File: src/rtl/pwm_fade_sequencer.sv
// rtl/pwm_fade_sequencer.sv - time-multiplexed fade stepper for PWM channel levels
// One shared step/saturate datapath visits one channel per clock in sweeps paced by frame_tick.
module pwm_fade_sequencer #(
  parameter int NUM_CH   = 4,
  parameter int TICK_DIV = 4
) (
  input  logic                  clk,
  input  logic                  reset,
  input  logic                  frame_tick,
  input  logic                  cfg_valid,
  output logic                  cfg_ready,
  input  logic [2:0]            cfg_ch,
  input  logic [7:0]            cfg_target,
  input  logic [7:0]            cfg_step,
  output logic [8*NUM_CH-1:0]   level_out,
  output logic [NUM_CH-1:0]     ramp_active,
  output logic                  ramp_done,
  output logic [2:0]            done_ch
);

  localparam int IW = (NUM_CH > 1) ? $clog2(NUM_CH) : 1;
  localparam int DW = (TICK_DIV > 1) ? $clog2(TICK_DIV) : 1;

  typedef enum logic {IDLE, SWEEP} state_t;

  state_t          r_state;
  logic [7:0]      r_cur [NUM_CH];
  logic [7:0]      r_tgt [NUM_CH];
  logic [7:0]      r_stp [NUM_CH];
  logic [DW-1:0]   r_div_cnt;
  logic            r_pending;
  logic [IW-1:0]   r_idx;
  logic            r_ramp_done;
  logic [2:0]      r_done_ch;

  logic            w_req;
  logic            w_cfg_wr;
  logic            w_cfg_hit;
  logic            w_last;
  logic [7:0]      w_cur;
  logic [7:0]      w_tgt;
  logic [7:0]      w_stp;
  logic [8:0]      w_sum;
  logic signed [8:0] w_dif;
  logic [7:0]      w_next;

  assign w_req     = frame_tick && (r_div_cnt == DW'(TICK_DIV - 1));
  assign cfg_ready = (r_state == IDLE);
  assign w_cfg_wr  = cfg_valid && cfg_ready;
  assign w_cfg_hit = ({1'b0, cfg_ch} < 4'(NUM_CH));
  assign w_last    = (r_idx == IW'(NUM_CH - 1));

  assign w_cur = r_cur[r_idx];
  assign w_tgt = r_tgt[r_idx];
  assign w_stp = r_stp[r_idx];

  // Widened arithmetic so the step can overshoot and be clamped instead of wrapping.
  assign w_sum = {1'b0, w_cur} + {1'b0, w_stp};
  assign w_dif = $signed({1'b0, w_cur}) - $signed({1'b0, w_stp});

  always_comb begin
    w_next = w_tgt;
    if (w_stp != 8'd0) begin
      if (w_cur < w_tgt)
        w_next = (w_sum > {1'b0, w_tgt}) ? w_tgt : w_sum[7:0];
      else if (w_cur > w_tgt)
        w_next = (w_dif < $signed({1'b0, w_tgt})) ? w_tgt : w_dif[7:0];
    end
  end

  always_ff @(posedge clk) begin
    if (!reset) begin
      for (int i = 0; i < NUM_CH; i++) begin
        r_cur[i] <= 8'd0;
        r_tgt[i] <= 8'd0;
        r_stp[i] <= 8'd0;
      end
      r_state     <= IDLE;
      r_div_cnt   <= '0;
      r_pending   <= 1'b0;
      r_idx       <= '0;
      r_ramp_done <= 1'b0;
      r_done_ch   <= 3'd0;
    end else begin
      if (frame_tick)
        r_div_cnt <= w_req ? '0 : r_div_cnt + 1'b1;
      if (w_cfg_wr && w_cfg_hit) begin
        r_tgt[cfg_ch[IW-1:0]] <= cfg_target;
        r_stp[cfg_ch[IW-1:0]] <= cfg_step;
      end
      r_ramp_done <= 1'b0;
      if (r_state == IDLE) begin
        if (w_req || r_pending) begin
          r_state   <= SWEEP;
          r_idx     <= '0;
          r_pending <= 1'b0;
        end
      end else begin
        r_cur[r_idx] <= w_next;
        if ((w_cur != w_tgt) && (w_next == w_tgt)) begin
          r_ramp_done <= 1'b1;
          r_done_ch   <= 3'(r_idx);
        end
        // A held request chains straight into the next sweep without an IDLE gap.
        if (w_last) begin
          r_idx     <= '0;
          r_state   <= r_pending ? SWEEP : IDLE;
          r_pending <= w_req;
        end else begin
          r_idx <= r_idx + 1'b1;
          if (w_req)
            r_pending <= 1'b1;
        end
      end
    end
  end

  for (genvar g = 0; g < NUM_CH; g++) begin : g_out
    assign level_out[8*g +: 8] = r_cur[g];
    assign ramp_active[g]      = (r_cur[g] != r_tgt[g]);
  end

  assign ramp_done = r_ramp_done;
  assign done_ch   = r_done_ch;

endmodule

File: config.mk
export PLATFORM = sky130hd
export DESIGN_NAME = pwm_fade_sequencer
export DESIGN_NICKNAME = d
export VERILOG_FILES = /design/src/rtl/pwm_fade_sequencer.sv
export SDC_FILE = /design/constraint.sdc
export NUM_CORES = 1
export LEC_CHECK = 0
export ABC_AREA = 1
export CORE_MARGIN = 3
export CORE_UTILIZATION = 63
export CTS_CLUSTER_SIZE = 25
export DETAILED_ROUTE_END_ITERATION = 16
export HOLD_SLACK_MARGIN = 0.05
export PLACE_DENSITY = 0.95
export SYNTH_ARGS = -nofsm -noshare
export SYNTH_HDL_FRONTEND = slang
export SYNTH_SLANG_ARGS = --single-unit
export TNS_END_PERCENT = 10
File: constraint.sdc
create_clock -name clk -period 8.5 [get_ports clk]
set_input_delay 0.85 -clock clk [delete_from_list [all_inputs] [get_ports clk]]
set_output_delay 0.85 -clock clk [all_outputs]
set_load 0.02 [all_outputs]
# [Word-level counts from Yosys, hierarchy flattened]
# Memory sizes are Yosys's and may differ from the RTL's. A register that Yosys moved wholly into a read port is not among the register bits.
# Cells that the tools add are included.
[op_classes] n_shift=0 bitwise=1 n_lt_le_gt_ge=5 div_mod_pow=0 addsub=4 n_eq_ne=9 mul=0 n_reduce_logical=13 mux=40
[op_table] operator="8-bit 2-to-1 mux" n=8
[op_table] operator="8-bit != test" n=5
[op_table] operator="2-bit 2-to-1 mux" n=13
[op_table] operator="8-bit OR reduction" n=3
[op_table] operator="1-bit 2-to-1 mux" n=19
[op_table] operator="8-bit by 8-bit adder with 9-bit output" n=1
[op_table] operator="9-bit by 8-bit > comparator with 1-bit output" n=1
[op_table] operator="9-bit less-than comparator" n=1
[op_table] operator="8-bit by 8-bit subtractor with 9-bit output" n=1
[op_table] operator="8-bit == test" n=1
[op_table] operator="8-bit > comparator" n=1
[op_table] operator="8-bit less-than comparator" n=1
[op_table] operator="8-bit nonzero test" n=1
[op_table] operator="2-bit AND reduction" n=3
[op_table] operator="2-bit by 1-bit adder with 2-bit output (second input constant)" n=2
[op_table] operator="2-bit == test (second input constant)" n=2
[op_table] operator="1-bit logical AND" n=4
[op_table] operator="3-bit less-than comparator (second input constant)" n=1
[op_table] operator="3-bit by 1-bit != test with 1-bit output (second input constant)" n=1
[op_table] operator="2-bit nonzero test" n=1
[op_table] operator="1-bit logical OR" n=1
[op_table] operator="1-bit inverter" n=1
[word_totals] ram_bits=96 reg_bits=9 latch_bits=0 word_cells=81 out_inout_bits=41 inputBits=23 romBits=0 n_memories=3
[mem_list] name="r_cur" words=4 width=8 rd=5 rd_ports_with_merged_regs=1 write_ports=4 line="27" source="logic [7:0] r_cur [NUM_CH];"
[mem_list] name="r_stp" words=4 width=8 rd=1 rd_ports_with_merged_regs=1 write_ports=4 line="29" source="logic [7:0] r_stp [NUM_CH];"
[mem_list] name="r_tgt" words=4 width=8 rd=5 rd_ports_with_merged_regs=1 write_ports=4 line="28" source="logic [7:0] r_tgt [NUM_CH];"

# [Depth between registers and ports, before layout]
[logic_depth] ltp_word=9 ltp_mapped=36 mapped_depth_nobuf=33

# [Worst setup path before layout]
# Ideal clock, no wire load.
[synth_timing] kind="reg2reg" startpoint="reg (tool-made name)" endpoint="reg r_done_ch[0], in the netlist done_ch[0]" n_path_buf=5 stages_incl_launch_ff=36 period_less_slack_ps=4120 setup_time_ps=113 required_time_ps=8387 arrival_ps=4008 path_slack_ps=4380 cell_sequence="dfxtp_1 inv_2 buf_6 buf_8 buf_4 clkbuf_1 nor2_1 o22ai_1 ha_1 buf_4 inv_1 nand2_1 nand2_1 a21oi_1 nand2_1 nand2_1 nand2_1 xor2_1 ha_1 and3_1 nand2_1 nand2_1 nand2_1 nand2_2 inv_2 nor2_1 nor2_1 nor2_2 nand3_1 nand2_1 nor2_1 nand2_1 nor2_1 nand3_1 nand2_1 nor2_1"
[synth_lines] element="end signal, assigned" line="102" source="r_done_ch <= 3'(r_idx);"
[synth_lines] element="end, declared" line="34" source="logic [2:0] r_done_ch;"

==> results.cfg <==
[status]
status = complete, no violations

[clock_network]
cts_resized = 0
cts_buffers = 9
clkTransAtPathRegs_ns = 0.12
postCtsSetupBuffers = 0
cts_tree = done
cts_buffer_depth = 2
clock_sinks = 107
cts_root_buffer = clkbuf_8
htreeDepth = 3
clock_latency_ns = 0.40
cts_hold_buf = 0

[setup_path]
crit_path_max_fanout = 24
critPathMostFrequentCell = nand2_1
r2r_cells = 27
rr_endpoint = r_cur[1][5]$_SDFFCE_PN0P_
arrival_ns = 5.37
startpoint_type = flop
reg2reg_slack_ns = 3.26
crit_type = flop to flop
crit_slowest_cell = dfxtp_1
cp_top_family = simple AND/OR/NAND/NOR gates
cp.required_ns = 8.64
end_kind = flop
path_buf_inv = 4
cpPeakStageDelay_ns = 0.47

[placed_design]
placed_cell_area_sq_um = 7483
io_buffers = 62
dp_hpwl_mm = 14.55
dp.cells = 977
gp_congestion = 0.9802

[yosys]
synth_edf_count = 96
ys_ff_latch = 107
async_flop_share_pct = 0
synth_flop_cell = edfxtp_1
yosys.area.top_type = edfxtp_1
syn_area_sq_um = 6822
ys_warn_count = 0
ys_seq_area_share_pct = 45.49
synth_nets = 868
ys_types = 44
synth.avg_cell_area_sq_um = 8.506
synth_cells = 802
ys_top_cells_by_area = edfxtp_1 (42%), nand2_1 (8.6%), nor2_1 (8.0%)
synth_top_area_share_pct = 42.26

[power_and_ir_drop]
p_leak_nw = 3.381
vdd_drop_max_mv = 0.1335
power.density_nw_per_um2 = 167.1

[sta]
fin_setup_tns_ns = 0
slew_violations = 0
finClkSkew_ns = 0.02608
tightest_slew_ns = 1.154
hold_viol = 0
clock.fmax_ghz = 0.1910
maxSlewHeadroom_pct = 22.38
rsz0062_at_grt = false
setup_viol = 0
fin_crit_sh_pct = 61.59
post-route-min-period_ns = 5.235

[layout]
multi_input_area_sq_um = 3231
syn2layout_area_growth_pct = 12.51
antenna_cells = 0
finish.instance_area_sq_um = 7675
drive_gt1_share_pct = 5.368
ff_latch_area_sq_um = 3103
fillCellCount = 720
fin_cells = 993
nNetsFinal = 918

[floorplanning]
rows = 37
dieArea_sq_um = 12110
core_area_sq_um = 10420
initial_core_util_pct = 65.49
io_pins = 64
die_h_um = 110.1
die_w_um = 110.1

[drt]
routed_wl_mm = 19.69
wl_per_cell_um = 19.83
drtIter0Drc = 893
vias = 6113
drt.antenna.violating_nets = 0
vias_per_cell = 6.156
drt_pass1_iterations = 6
drc_errors = 0

[run]
drv_cap = 0

[grt]
track_usage_pct = 33.29
grt_max_degree = 51
grt-ovfl-total = 0
grt_pass1_wl_mm = 30.08
antenna_found_initial = 0
first_global_vias = 5807

[worst_hold_path]
min_from = r_div_cnt[0]$_SDFFE_PN0P_
min_to = r_div_cnt[0]$_SDFFE_PN0P_
hold_path_class = flop to flop
holdPathStages = 1
[where the power goes]
group,leakage (nW),total [mW],internal (mW),switching (mW)
clock network,0.0989,0.312,0.114,0.198
logic,2.20,0.355,0.124,0.230
registers,1.08,0.615,0.595,0.0201
[sequential cells by signal (all words and copies together) (netlist names), named ones only]
name / cells
ramp_done: 1
r_idx: 2
r_pending: 1
done_ch: 2
r_stp: 32
r_tgt: 32
r_div_cnt: 2
r_state: 1
r_cur: 32
[synth_stat cells, drive strengths merged, types with 2 or more instances]
library cell and instances:
a21oi 40, a32o 7, a32oi 8, buf 15
clkbuf 11, clkinv 2, dfxtp 11, edfxtp 96
fa 2, ha 41, inv 87, nand2 161
nand3 56, nand4 10, nor2 152, o21ai 34
o21bai 3, o22ai 7, o31ai 2, or4 4
xnor2 26, xor2 18
[cells in the final DEF, fill, tap and decap left out, types with 7 or more instances in the layout]
master           synthesis  routed
edfxtp_1                96      96
clkdlybuf4s50_1          0      62
a21oi_1                 38      38
o21ai_0                 30      29
nand2_1                156     156
o22ai_1                  7       7
ha_1                    41      41
nor2_1                 146     146
dfxtp_1                 11      11
xor2_1                  18      18
xnor2_1                 26      26
nand4_1                 10      10
inv_1                   81      81
nand3_1                 56      56
clkbuf_8                 0       9
[kinds of logic (layout without fill, tap and decap cells)]
family,count (synthesis),after routing,synth area share [%]
other,1,1,0.05497
DFF,107,107,45.49
buffers and inverters,115,170,7.153
xor gates and xnor gates,44,44,5.649
AOI/OAI and AO/OA,105,105,9.868
adders and majority gates,43,43,8.107
and+or+nand+nor,387,387,23.68
[worst max path at each step]
stage | depth (start not counted) | slack (ns) | endpoint | startpoint
2_1_floorplan | 35 | 4.38 | done_ch[0]$_SDFFE_PN0P_ | flop
3_3_place_gp | 31 | 3.58 | done_ch[0]$_SDFFE_PN0P_ | flop
3_5_place_dp | 32 | 3.53 | done_ch[1]$_SDFFE_PN0P_ | flop
4_1_cts | 32 | 3.48 | done_ch[1]$_SDFFE_PN0P_ | flop
5_1_grt | 31 | 2.90 | done_ch[1]$_SDFFE_PN0P_ | flop
6_report | 27 | 3.26 | r_cur[1][5]$_SDFFCE_PN0P_ | flop
[cell type report]
class                   count  share of cell area [%]
clock inverters             7                  0.8803
well taps                 136                   2.217
repair buffers             65                   8.380
multi-input cells         580                   42.09
flip-flops and latches    107                   40.43
inverters                  89                   4.385
clock buffers               9                   1.614
[routing by layer]
metal	global-route usage (%)	wire, um	vias to the layer above	share of wire [%]
met5	0	0	-	0
met2	52.95	9167	470	47
met1	42.28	7099	2764	36
met4	14.87	994	0	5.0
li1	-	-	2769	-
met3	9.726	2432	110	12
[through the flow]
step | setup slack [ns] | hold WS (ns) | util, % | total power, mW
after detailed placement | 3.527 | 0.4708 | 71.84 | 0.9677
final | 3.265 | 0.4856 | 73.68 | 1.282
after CTS | 3.484 | 0.4876 | 73.68 | 1.267
after global placement | 3.575 | 0.4530 | 71.84 | 0.9578
after floorplan | 4.380 | 0.4381 | - | 0.8698
after global routing | 2.900 | 0.5102 | 73.68 | 1.334
[worst register-to-register path, cell delays in order, from the launching register on]
cell     delay [ns]
dfxtp_1        0.47
inv_1          0.47
buf_4          0.37
o21ai_0        0.13
o22ai_1        0.40
ha_1           0.42
inv_1          0.18
nand2_1        0.09
nand2_1        0.06
a21oi_1        0.06
nand2_1        0.11
nand2_1        0.07
nand2_1        0.09
xor2_1         0.24
ha_1           0.28
and3_1         0.20
nand2_1        0.07
nand2_1        0.04
nand2_1        0.14
nand2_2        0.14
inv_2          0.13
nor2_1         0.05
nor2_1         0.16
nor2_2         0.06
nand2_1        0.12
o21ai_0        0.11
nand2_1        0.24
nor2_1         0.09
Power figures use the tool's default switching activity.
